==> config.mk <==
export PLATFORM = sky130hd
export DESIGN_NAME = crc_scan_fsm
export DESIGN_NICKNAME = d
export VERILOG_FILES = /design/src/rtl/crc_scan_fsm.sv
export SDC_FILE = /design/constraint.sdc
export NUM_CORES = 1
export LEC_CHECK = 0
export CAP_MARGIN = 30
export CORE_ASPECT_RATIO = 0.6
export CORE_MARGIN = 2
export CORE_UTILIZATION = 50
export CTS_CLUSTER_DIAMETER = 200
export DETAILED_ROUTE_END_ITERATION = 8
export GPL_TIMING_DRIVEN = 0
export PLACE_DENSITY = 0.86
export RECOVER_POWER = 25
export SLEW_MARGIN = 20
export SYNTH_ARGS = -nofsm -noshare
export SYNTH_HDL_FRONTEND = slang
export SYNTH_SLANG_ARGS = --single-unit
==> constraint.sdc <==
create_clock -name clk50m -period 2.5 [get_ports clk50m]
set_input_delay 0.375 -clock clk50m [delete_from_list [all_inputs] [get_ports clk50m]]
set_output_delay 0.375 -clock clk50m [all_outputs]
set_load 0.005 [all_outputs]
==> src/rtl/crc_scan_fsm.sv <==
// Pipelined CRC address sequencer: one memory read per cycle over a configurable window.
// Optional cancel support is compiled in with the CRC_SCAN_ABORT_EN macro.
module crc_scan_fsm #(
  parameter int ADDR_W = 10,
  parameter int RD_LAT = 1
) (
  input  logic              clk50m,
  input  logic              rst,
  input  logic              crc_start,
  input  logic [ADDR_W-1:0] start_addr,
  input  logic [ADDR_W-1:0] word_count,
  output logic [ADDR_W-1:0] mem_addr,
  output logic              mem_rd_en,
  output logic              crc_init,
  output logic              crc_en,
  output logic              crc_rdy,
  output logic              busy
`ifdef CRC_SCAN_ABORT_EN
  ,
  input  logic              abort,
  output logic              crc_aborted
`endif
);

  // state   | meaning
  // IDLE    | waiting for crc_start
  // INIT    | crc_init pulse, clears CRC register
  // FETCH   | one read per cycle until the window is exhausted
  // DRAIN   | RD_LAT cycles for the last read data to return
  // DONE    | crc_rdy pulse
  typedef enum logic [2:0] {
    S_IDLE  = 3'd0,
    S_INIT  = 3'd1,
    S_FETCH = 3'd2,
    S_DRAIN = 3'd3,
    S_DONE  = 3'd4
  } state_t;

  localparam logic [ADDR_W-1:0] ADDR_ONE   = 1;
  localparam logic [ADDR_W:0]   REM_ONE    = 1;
  localparam logic [ADDR_W:0]   REM_FULL   = {1'b1, {ADDR_W{1'b0}}};
  localparam logic [2:0]        DRAIN_LAST = 3'(RD_LAT - 1);

  state_t            state;
  state_t            state_next;
  logic [ADDR_W:0]   remaining;
  logic [2:0]        drain_cnt;
  logic [RD_LAT-1:0] en_pipe;
  logic              abort_hit;

`ifdef CRC_SCAN_ABORT_EN
  assign abort_hit = abort &&
                     ((state == S_INIT) || (state == S_FETCH) || (state == S_DRAIN));
`else
  assign abort_hit = 1'b0;
`endif

  always_ff @(posedge clk50m or posedge rst) begin
    if (rst) begin
      state <= S_IDLE;
    end else begin
      state <= state_next;
    end
  end

  always_comb begin
    state_next = state;
    case (state)
      S_IDLE:  if (crc_start) state_next = S_INIT;
      S_INIT:  state_next = S_FETCH;
      S_FETCH: if (remaining == REM_ONE) state_next = S_DRAIN;
      S_DRAIN: if (drain_cnt == 3'd0) state_next = S_DONE;
      S_DONE:  state_next = S_IDLE;
      default: state_next = S_IDLE;
    endcase
    // Abort never applies in IDLE, so a simultaneous start still wins there.
    if (abort_hit) state_next = S_IDLE;
  end

  assign mem_rd_en = (state == S_FETCH);
  assign crc_init  = (state == S_INIT);
  assign crc_rdy   = (state == S_DONE);
  assign busy      = (state != S_IDLE);
  assign crc_en    = en_pipe[RD_LAT-1];

  always_ff @(posedge clk50m or posedge rst) begin
    if (rst) begin
      mem_addr  <= '0;
      remaining <= '0;
      drain_cnt <= '0;
    end else begin
      case (state)
        S_IDLE: begin
          if (crc_start) begin
            mem_addr  <= start_addr;
            remaining <= (word_count == '0) ? REM_FULL : {1'b0, word_count};
          end
        end
        S_FETCH: begin
          mem_addr  <= mem_addr + ADDR_ONE;
          remaining <= remaining - REM_ONE;
          drain_cnt <= DRAIN_LAST;
        end
        S_DRAIN: begin
          if (drain_cnt != 3'd0) drain_cnt <= drain_cnt - 3'd1;
        end
        default: ;
      endcase
    end
  end

  // Read-strobe delay line matching the memory latency.
  always_ff @(posedge clk50m or posedge rst) begin
    if (rst) begin
      en_pipe <= '0;
    end else if (abort_hit) begin
      en_pipe <= '0;
    end else begin
      en_pipe[0] <= mem_rd_en;
      for (int i = 1; i < RD_LAT; i++) en_pipe[i] <= en_pipe[i-1];
    end
  end

`ifdef CRC_SCAN_ABORT_EN
  always_ff @(posedge clk50m or posedge rst) begin
    if (rst) begin
      crc_aborted <= 1'b0;
    end else begin
      crc_aborted <= abort_hit;
    end
  end
`endif

endmodule

==> After elaboration in Yosys (flattened, before gate mapping) <==
Index checks and enable logic that the tools add are counted.
{ "word_totals": {"ff_bits": 28, "input_bits": 23, "out_inout_bits": 15, "word_cells": 38} }
{ "op_classes": {"addsub": 3, "eq_ne": 9, "muxes": 11, "n_reduce_logical": 10} }
{ "op_table": {"columns": ["operator", "n"], "rows": [
  ["$mux W11", 2],
  ["$pmux W11 S2", 1],
  ["$pmux W10 S2", 1],
  ["$mux W3", 4],
  ["$pmux W3 S4", 1],
  ["$eq A11 B1 Y1 const B", 1],
  ["$sub A11 B1 Y11 const B", 1],
  ["$add A10 B1 Y10 const B", 1],
  ["$logic_not A10 Y1", 1],
  ["$mux W10", 1],
  ["$eq A3 B2 Y1 const B", 2],
  ["$logic_not A3 Y1", 2],
  ["$ne A2 B2 Y1 const B", 3],
  ["$pmux W3 S2", 1],
  ["$reduce_bool A3 Y1", 2],
  ["$reduce_and A2 Y1", 2],
  ["$reduce_bool A2 Y1", 2],
  ["$eq A3 B1 Y1 const B", 1],
  ["$eq A3 B3 Y1 const B", 1],
  ["$reduce_and A3 Y1", 1],
  ["$sub A3 B1 Y3 const B", 1],
  ["$ne A2 B1 Y1 const B", 1]
]} }

==> Logic depth before layout (Yosys ltp) <==
Gate-level depths: netlist of the first run.
{ "depth": {"ltp_word": 4, "ltp_mapped": 7, "ltp_nobuf": 6} }

==> Least setup slack after synthesis of the first run <==
No wires, ideal clock.
{ "synth_timing": {"path_type": "register to register", "startpoint": "register remaining[0]", "endpoint": "register remaining[8]", "setup_ps": 132, "arrival_ps": 1589, "setup_slack_ps": 779, "path_stages_with_launch": 7, "path_buffers": 0, "path_cell_list": "dfrtp_1 inv_1 ha_1 or4b_4 nor4_1 xnor2_1 o21ai_1"} }
{ "synth_between": {"elab_chain_len": 2} }
{ "synth_rtl": {"columns": ["element", "line_no", "rtl"], "rows": [
  ["start, declared", "46", "logic [ADDR_W:0] remaining;"],
  ["start signal, assigned", "96", "remaining <= (word_count == '0) ? REM_FULL : {1'b0, word_count};"],
  ["start signal, assigned", "101", "remaining <= remaining - REM_ONE;"],
  ["$sub A11 B1 Y11", "101", null],
  ["$pmux W11 S2", "92", "case (state)"]
]} }
No other way between the ends.
A chain may end at the register's enable or synchronous reset.

==> Worst setup path after layout of the first run <==
{ "layout_timing": {"startpoint": "register state[2]", "endpoint": "output mem_rd_en"} }
{ "layout_between": {"elab_chain_len": 1} }
{ "layout_rtl": {"columns": ["element", "line_no", "rtl"], "rows": [
  ["start, declared", "44", "state_t state;"],
  ["start signal, assigned", "62", "state <= state_next;"],
  ["$eq A3 B2 Y1", "80", "assign mem_rd_en = (state == S_FETCH);"],
  ["end, declared", "13", "output logic mem_rd_en,"]
]} }
No other way between the ends.

==> metrics.md, run 1 <==
| Metric | Value |
|---|---|
| Status | `finished clean` |
| RSZ-0062 raised after global routing | `no` |
| Skew-Pair Late Insertion Delay | `0.28 ns` |
| Max Root-Sink Buffers | `2` |
| Initial DRC count | `152` |
| Starting density of the core | `0.521` |
| Critical Path RT | `2.12 ns` |
| Initial antenna violation count | `0` |
| Worst rel slew slack | `0.345` |
| Layout fillers | `275` |
| Root buf cell | `clkbuf_8` |
| I/O pin cnt | `38` |
| Number of antenna-violating nets in the routed design | `0` |
| Minimum clock period | `2.39 ns` |
| Post-synthesis instance total | `195` |
| CP max stage cell | `clkdlybuf4s50_1` |
| Die area | `3900 µm²` |
| Grt ovf | `0` |
| Synth area leaders | `dfrtp_1 (41%), a21oi_1 (4.7%), nand2_1 (4.6%), ha_1 (3.7%), mux2i_1 (3.5%)` |
| CP max FO | `14` |
| Layout cells sized above 1 | `0.0681` |
| Leakage | `0.886 nW` |
| Worst Path Class, Setup | `flip-flop to output port` |
| Core Util, Final | `0.671` |
| Top delay family on crit path | `buffers and inverters` |
| Syn Nets | `223` |
| Via-to-Cell Ratio | `5.90` |
| Core footprint | `3260 µm²` |
| DRC | `0` |
| # hold bufs at CTS | `0` |
| Power Dens Cells | `1190 nW/µm²` |
| Post-CTS setup buffers | `0` |
| H-tree levels | `1` |
| Critical path's largest stage delay | `0.52 ns` |
| GPL Wtd Cong | `0.912` |
| DP HPWL | `3.24 mm` |
| Flops & latches, synth | `28` |
| Synthesized area per cell | `8.72 µm²` |
| Sink Count | `28` |
| Share of the synthesized area in the top cell type | `0.412` |
| Arrival @ worst endpoint | `2.01 ns` |
| Setup TNS Final | `0 ns` |
| Mapped Area | `1700 µm²` |
| CTS tree | `yes` |
| Post-synthesis sequential area ratio | `0.412` |
| Clock skew | `0.0123 ns` |
| Chip Height | `49.2 µm` |
| Fin crit share | `0.955` |
| Worst min path class | `flip-flop to flip-flop` |
| Peak supply drop | `0.737 mV` |
| Top FF cell, synth | `dfrtp_1` |
| Fin nets | `264` |
| CP endpoint kind | `output port` |
| Number of max-cap violations | `0` |
| DIE WIDTH | `79.3 µm` |
| GRT Util Overall | `0.243` |
| Leading area contributor after synthesis | `dfrtp_1` |
| Post-Place Setup Slack | `0.259 ns` |
| Hold Vio Cnt, Final | `0` |
| Wire per inst | `16.0 µm` |
| Worst Setup Start Kind | `flip-flop` |
| Worst path cell trace | `buf_2, or3b_1, inv_4, clkdlybuf4s50_1` |
| Area delta synth->final | `28.8%` |
| Total Routed Length | `4.47 mm` |
| Synth warn | `0` |
| Buf/Inv on CP | `3` |
| Port bufs | `36` |
| Worst hold slack | `0.504 ns` |
| Number of enable flip-flop cells after synthesis | `0` |
| Worst slew pin tran | `0.982 ns` |
| Final Max Tran Viols | `0` |
| Clk slew on worst S/H paths | `0.09 ns` |
| Vias in the first global route | `1605` |
| FFs w/ async S/R, synth | `1.00` |
| DRT Pass-1 Iters | `4` |
| Final setup vio count | `0` |
| Global-route wire length before repair | `7.47 mm` |
| Number of cell rows | `16` |
| Largest net degree at the start of global routing | `19` |
| Max Clk Rate | `0.419 GHz` |
| Antenna Cells | `0` |
| Synth unique cells | `49` |
| Num CTS Buffers | `3` |
| Final setup margin | `0.112 ns` |
| Vias | `1651` |
[cell usage after synthesis, types with 2 or more instances]
| cell type | instances |
|---|---|
| or2_2 | 2 |
| nor2_2 | 2 |
| a22o_1 | 3 |
| buf_2 | 4 |
| or3b_1 | 2 |
| buf_1 | 2 |
| o21ai_1 | 5 |
| a22oi_1 | 3 |
| nor4_1 | 4 |
| nor3_1 | 7 |
| nor2b_1 | 2 |
| o22ai_1 | 6 |
| mux2i_1 | 6 |
| o211ai_1 | 5 |
| nor2_1 | 12 |
| dfrtp_1 | 28 |
| and2_1 | 3 |
| nand4_1 | 3 |
| o22a_1 | 2 |
| o21ai_0 | 9 |
| nor3b_1 | 2 |
| nand2_1 | 21 |
| nand3_1 | 5 |
| a31oi_1 | 3 |
| clkbuf_1 | 4 |
| ha_1 | 5 |
| a21oi_1 | 16 |
| inv_1 | 8 |
[timing repair]
action,in CTS,in global routing
endpoints found under the setup margin,1,3
pin swaps,0,0
resized for setup,0,2
[area by class of cell]
cell class | count | area (µm²) | share of cell area
Multi-Input combinational cell | 148 | 923 | 0.421
Sequential cell | 28 | 701 | 0.320
Timing Repair Buffer | 37 | 364 | 0.166
Tap cell | 45 | 56.3 | 0.0257
Clock buffer | 3 | 41.3 | 0.0188
Buffer | 9 | 38.8 | 0.0177
Inverter | 9 | 36.3 | 0.0166
Clock inverter | 1 | 30.0 | 0.0137
[path summary, 6_finish.rpt]
| check | startpoint | end | slack [ns] | cells past startpoint |
|---|---|---|---|---|
| setup / recovery | state[2]$_DFFE_PP0P_ | mem_rd_en | 0.11 | 4 |
| hold / removal | remaining[10]$_DFFE_PP0P_ | remaining[10]$_DFFE_PP0P_ | 0.50 | 1 |
| setup reg to reg | remaining[0]$_DFFE_PP0P_ | remaining[8]$_DFFE_PP0P_ | 0.57 | 6 |
| hold reg to reg | remaining[10]$_DFFE_PP0P_ | remaining[10]$_DFFE_PP0P_ | 0.50 | 1 |
| max in group asynchronous | rst | mem_addr[9]$_DFFE_PP0P_ | 0.75 | 3 |
| min in group asynchronous | rst | state[0]$_DFFE_PP0P_ | 0.51 | 2 |
[worst register-to-register path: stages (launching register included)]
cell and delay, ns:
dfrtp_1 0.46, inv_1 0.08, ha_1 0.23, or4b_4 0.52, nor4_1 0.27, xnor2_1 0.17, o21ai_1 0.08
[kinds of logic (layout without fill, tap and decap cells)]
logic type	Yosys count	in the layout	synth area share
AO/OA/AOI/OAI	61	61	0.227
buffers and inverters	19	59	0.0449
XOR/XNOR	1	1	0.00515
multiplexers	6	6	0.0353
AND/OR/NAND/NOR	75	75	0.239
adder cells (fa/ha/maj)	5	5	0.0368
flip-flops	28	28	0.412
[placed cells by master (no fill, tap or decap), drive strengths merged, types with 2 or more instances in the layout]
master         instances
clkdlybuf4s50         35
dfrtp                 28
nand2                 21
a21oi                 16
nor2                  14
o21ai                 14
inv                    9
clkbuf                 9
nor3                   7
mux2i                  6
o22ai                  6
o211ai                 5
nand3                  5
ha                     5
nor4                   5
buf                    4
a22oi                  3
nand4                  3
a31oi                  3
and2                   3
a22o                   3
or2                    3
nor2b                  2
or3b                   2
nor3b                  2
o22a                   2
or4                    2
[metrics by stage]
step	total power [mW]	instance area, µm²	instances
floorplan	1.67	1700	195
global placement	2.17	2120	276
detailed placement	2.22	2130	277
CTS	2.57	2200	280
global route	2.79	2190	280
finish	2.60	2190	280
[registers in the layout (all words and copies together) (netlist names)]
| register | cells |
|---|---|
| state | 3 |
| mem_addr | 10 |
| drain_cnt | 3 |
| crc_en | 1 |
| remaining | 11 |
[metal layers]
metal,part of all wire,GRT usage,vias to the layer above
met5,0,0,-
met4,0.0083,0.0489,0
met3,0.087,0.0556,8
met2,0.40,0.336,77
met1,0.51,0.383,759
li1,-,-,807
[power by group]
part	internal, mW	leakage [nW]	switching (mW)
clock	0.215	0.0357	0.149
combinational	0.614	0.513	0.722
sequential	0.651	0.336	0.254
Power figures use the tool's default switching activity.
==> run 2: changes to the inputs <==
--- a/config.mk
+++ b/config.mk
@@ -12,6 +12,7 @@
 export CTS_CLUSTER_DIAMETER = 200
 export DETAILED_ROUTE_END_ITERATION = 8
 export GPL_TIMING_DRIVEN = 0
+export HOLD_SLACK_MARGIN = 0.1
 export PLACE_DENSITY = 0.86
 export RECOVER_POWER = 25
 export SLEW_MARGIN = 20
==> results of run 2 <==
Same layout as run 1: the final DEF is identical, and so are final timing and power.
==> run 3: changes to the inputs <==
==> constraint.sdc (replaced) <==
create_clock -name clk50m -period 2.6 [get_ports clk50m]
set_input_delay 0.39 -clock clk50m [delete_from_list [all_inputs] [get_ports clk50m]]
set_output_delay 0.39 -clock clk50m [all_outputs]
set_load 0.005 [all_outputs]
==> run 3 against run 2 <==
Net effect:
- clock skew fell by 0.0016 ns
- largest power group unchanged
- wire length fell by 0.85%
- count of clock-buffer cells in the layout did not move
- via count rose by 0.55%
==> metrics.md, run 3 (synthesized netlist as in run 1, its figures left out) <==
| Metric | Value |
|---|---|
| Status | `finished clean (unchanged)` |
| Layout cells sized above 1 | `0.0681 (unchanged)` |
| Worst rel slew slack | `0.346 (was 0.345)` |
| GPL Wtd Cong | `0.912 (unchanged)` |
| Fin nets | `264 (unchanged)` |
| CTS tree | `yes (unchanged)` |
| Critical Path RT | `2.21 ns (was 2.12 ns)` |
| DRT Pass-1 Iters | `5 (was 4)` |
| Wire per inst | `15.8 µm (was 16.0 µm)` |
| Post-DP Area | `2130 µm² (unchanged)` |
| Starting density of the core | `0.521 (unchanged)` |
| Final setup margin | `0.144 ns (was 0.112 ns)` |
| Worst min path class | `flip-flop to flip-flop (unchanged)` |
| Grt ovf | `0 (unchanged)` |
| Sequential Area | `701 µm² (unchanged)` |
| Area of the multi-input gates | `923 µm² (unchanged)` |
| Sink Count | `28 (unchanged)` |
| Clk slew on worst S/H paths | `0.09 ns (about the same)` |
| Post-route cell area | `2190 µm² (about the same)` |
| RSZ-0062 raised after global routing | `no (unchanged)` |
| Root buf cell | `clkbuf_8 (unchanged)` |
| Clock power frac | `0.140 (about the same)` |
| Vias | `1660 (was 1651)` |
| H-tree levels | `1 (unchanged)` |
| Number of max-cap violations | `0 (unchanged)` |
| Via-to-Cell Ratio | `5.93 (was 5.90)` |
| Largest register by flop count | `remaining (unchanged)` |
| CP endpoint kind | `output port (unchanged)` |
| Post-CTS Resized | `0 (unchanged)` |
| Peak supply drop | `0.710 mV (was 0.737 mV)` |
| Placed instance count | `277 (unchanged)` |
| Skew-Pair Late Insertion Delay | `0.28 ns (about the same)` |
| Finished Layout Cells | `280 (unchanged)` |
| DP HPWL | `3.24 mm (unchanged)` |
| Worst slew pin tran | `0.981 ns (was 0.982 ns)` |
| Layout fillers | `274 (was 275)` |
| CP max FO | `14 (unchanged)` |
| Worst Path Class, Setup | `flip-flop to output port (unchanged)` |
| Switching Fraction | `0.430 (was 0.432)` |
| Minimum clock period | `2.46 ns` |
| Power Dens Cells | `1140 nW/µm² (was 1190 nW/µm²)` |
| Max Clk Rate | `0.407 GHz` |
| Psw | `1.07 mW (was 1.13 mW)` |
| Worst Setup Start Kind | `flip-flop (unchanged)` |
| I/O pin cnt | `38 (unchanged)` |
| Hold Vio Cnt, Final | `0 (unchanged)` |
| Post-Place Setup Slack | `0.344 ns (was 0.259 ns)` |
| Port bufs | `36 (unchanged)` |
| Initial antenna violation count | `0 (unchanged)` |
| Setup TNS Final | `0 ns (unchanged)` |
| Total Routed Length | `4.44 mm (was 4.47 mm)` |
| Chip Height | `49.2 µm (unchanged)` |
| Most common cell after layout, fill and taps aside | `clkdlybuf4s50_1 (unchanged)` |
| Vias in the first global route | `1609 (was 1605)` |
| Number of flip-flops in the largest register | `11 (unchanged)` |
| Pint | `1.42 mW (was 1.48 mW)` |
| GRT Util Overall | `0.243 (about the same)` |
| Antenna Cells | `0 (unchanged)` |
| Comb pwr share | `0.512 (was 0.513)` |
| Commonest non-fill, non-tap cells in the layout | `clkdlybuf4s50_1 (35), dfrtp_1 (28), nand2_1 (21) (unchanged)` |
| Sequential Power Share | `0.348 (was 0.347)` |
| Core footprint | `3260 µm² (unchanged)` |
| Leakage | `0.886 nW (about the same)` |
| Clock skew | `0.0107 ns (was 0.0123 ns)` |
| Final Max Tran Viols | `0 (unchanged)` |
| Number of cell rows | `16 (unchanged)` |
| DIE WIDTH | `79.3 µm (unchanged)` |
| Max Root-Sink Buffers | `2 (unchanged)` |
| Arrival @ worst endpoint | `2.07 ns (was 2.01 ns)` |
| Post-CTS setup buffers | `0 (unchanged)` |
| Final setup vio count | `0 (unchanged)` |
| # hold bufs at CTS | `0 (unchanged)` |
| Fin crit share | `0.945` |
| Initial DRC count | `160 (was 152)` |
| DRC | `0 (unchanged)` |
| Core Util, Final | `0.671 (about the same)` |
| Largest net degree at the start of global routing | `19 (unchanged)` |
| Num CTS Buffers | `3 (unchanged)` |
| Global-route wire length before repair | `7.49 mm (was 7.47 mm)` |
| Largest regs | `remaining x11, mem_addr x10 (unchanged)` |
| Die area | `3900 µm² (unchanged)` |
| Number of antenna-violating nets in the routed design | `0 (unchanged)` |
| Area delta synth->final | `28.7% (was 28.8%)` |
[run 3: layout make-up]
type / instances / area share
Tap cell: 45 / 0.0257
Clock inverter: 1 / 0.0137
Sequential cell: 28 / 0.320
Inverter: 9 / 0.0154
Buffer: 9 / 0.0177
Timing Repair Buffer: 37 / 0.166
Clock buffer: 3 / 0.0189
Multi-Input combinational cell: 148 / 0.422
[run 3: power groups by stage]
stage	Combinational (mW)	Sequential [mW]	Clock (mW)
3_5_place_dp	1.27	0.861	0
3_3_place_gp	1.24	0.854	0
2_1_floorplan	0.795	0.815	0
6_report	1.28	0.866	0.349
5_1_grt	1.42	0.895	0.365
4_1_cts	1.28	0.856	0.350
[run 3: final timing paths]
kind | slack, ns | cells past startpoint | end | start
setup / recovery | 0.14 | 4 | mem_rd_en | state[2]$_DFFE_PP0P_
setup reg to reg | 0.68 | 6 | remaining[8]$_DFFE_PP0P_ | remaining[0]$_DFFE_PP0P_
hold / removal | 0.50 | 1 | remaining[10]$_DFFE_PP0P_ | remaining[10]$_DFFE_PP0P_
hold reg to reg | 0.50 | 1 | remaining[10]$_DFFE_PP0P_ | remaining[10]$_DFFE_PP0P_
max in group asynchronous | 0.84 | 3 | mem_addr[9]$_DFFE_PP0P_ | rst
min in group asynchronous | 0.53 | 2 | state[0]$_DFFE_PP0P_ | rst
[run 3: worst max-delay path: stages, from the launching register on]
cell,delay (ns)
dfrtp_1,0.36
buf_2,0.17
or3b_1,0.48
inv_2,0.24
clkdlybuf4s50_1,0.54
[run 3: through the flow]
step / hold WS [ns] / power [mW]
3_3_place_gp: 0.478 / 2.09
6_report: 0.505 / 2.49
4_1_cts: 0.424 / 2.48
5_1_grt: 0.532 / 2.68
2_1_floorplan: 0.440 / 1.61
3_5_place_dp: 0.488 / 2.13
[run 3: layer usage]
metal	wire length, µm	track usage
met5	0	0
met2	1780	0.338
met4	25	0.0489
met3	421	0.0556
met1	2200	0.385
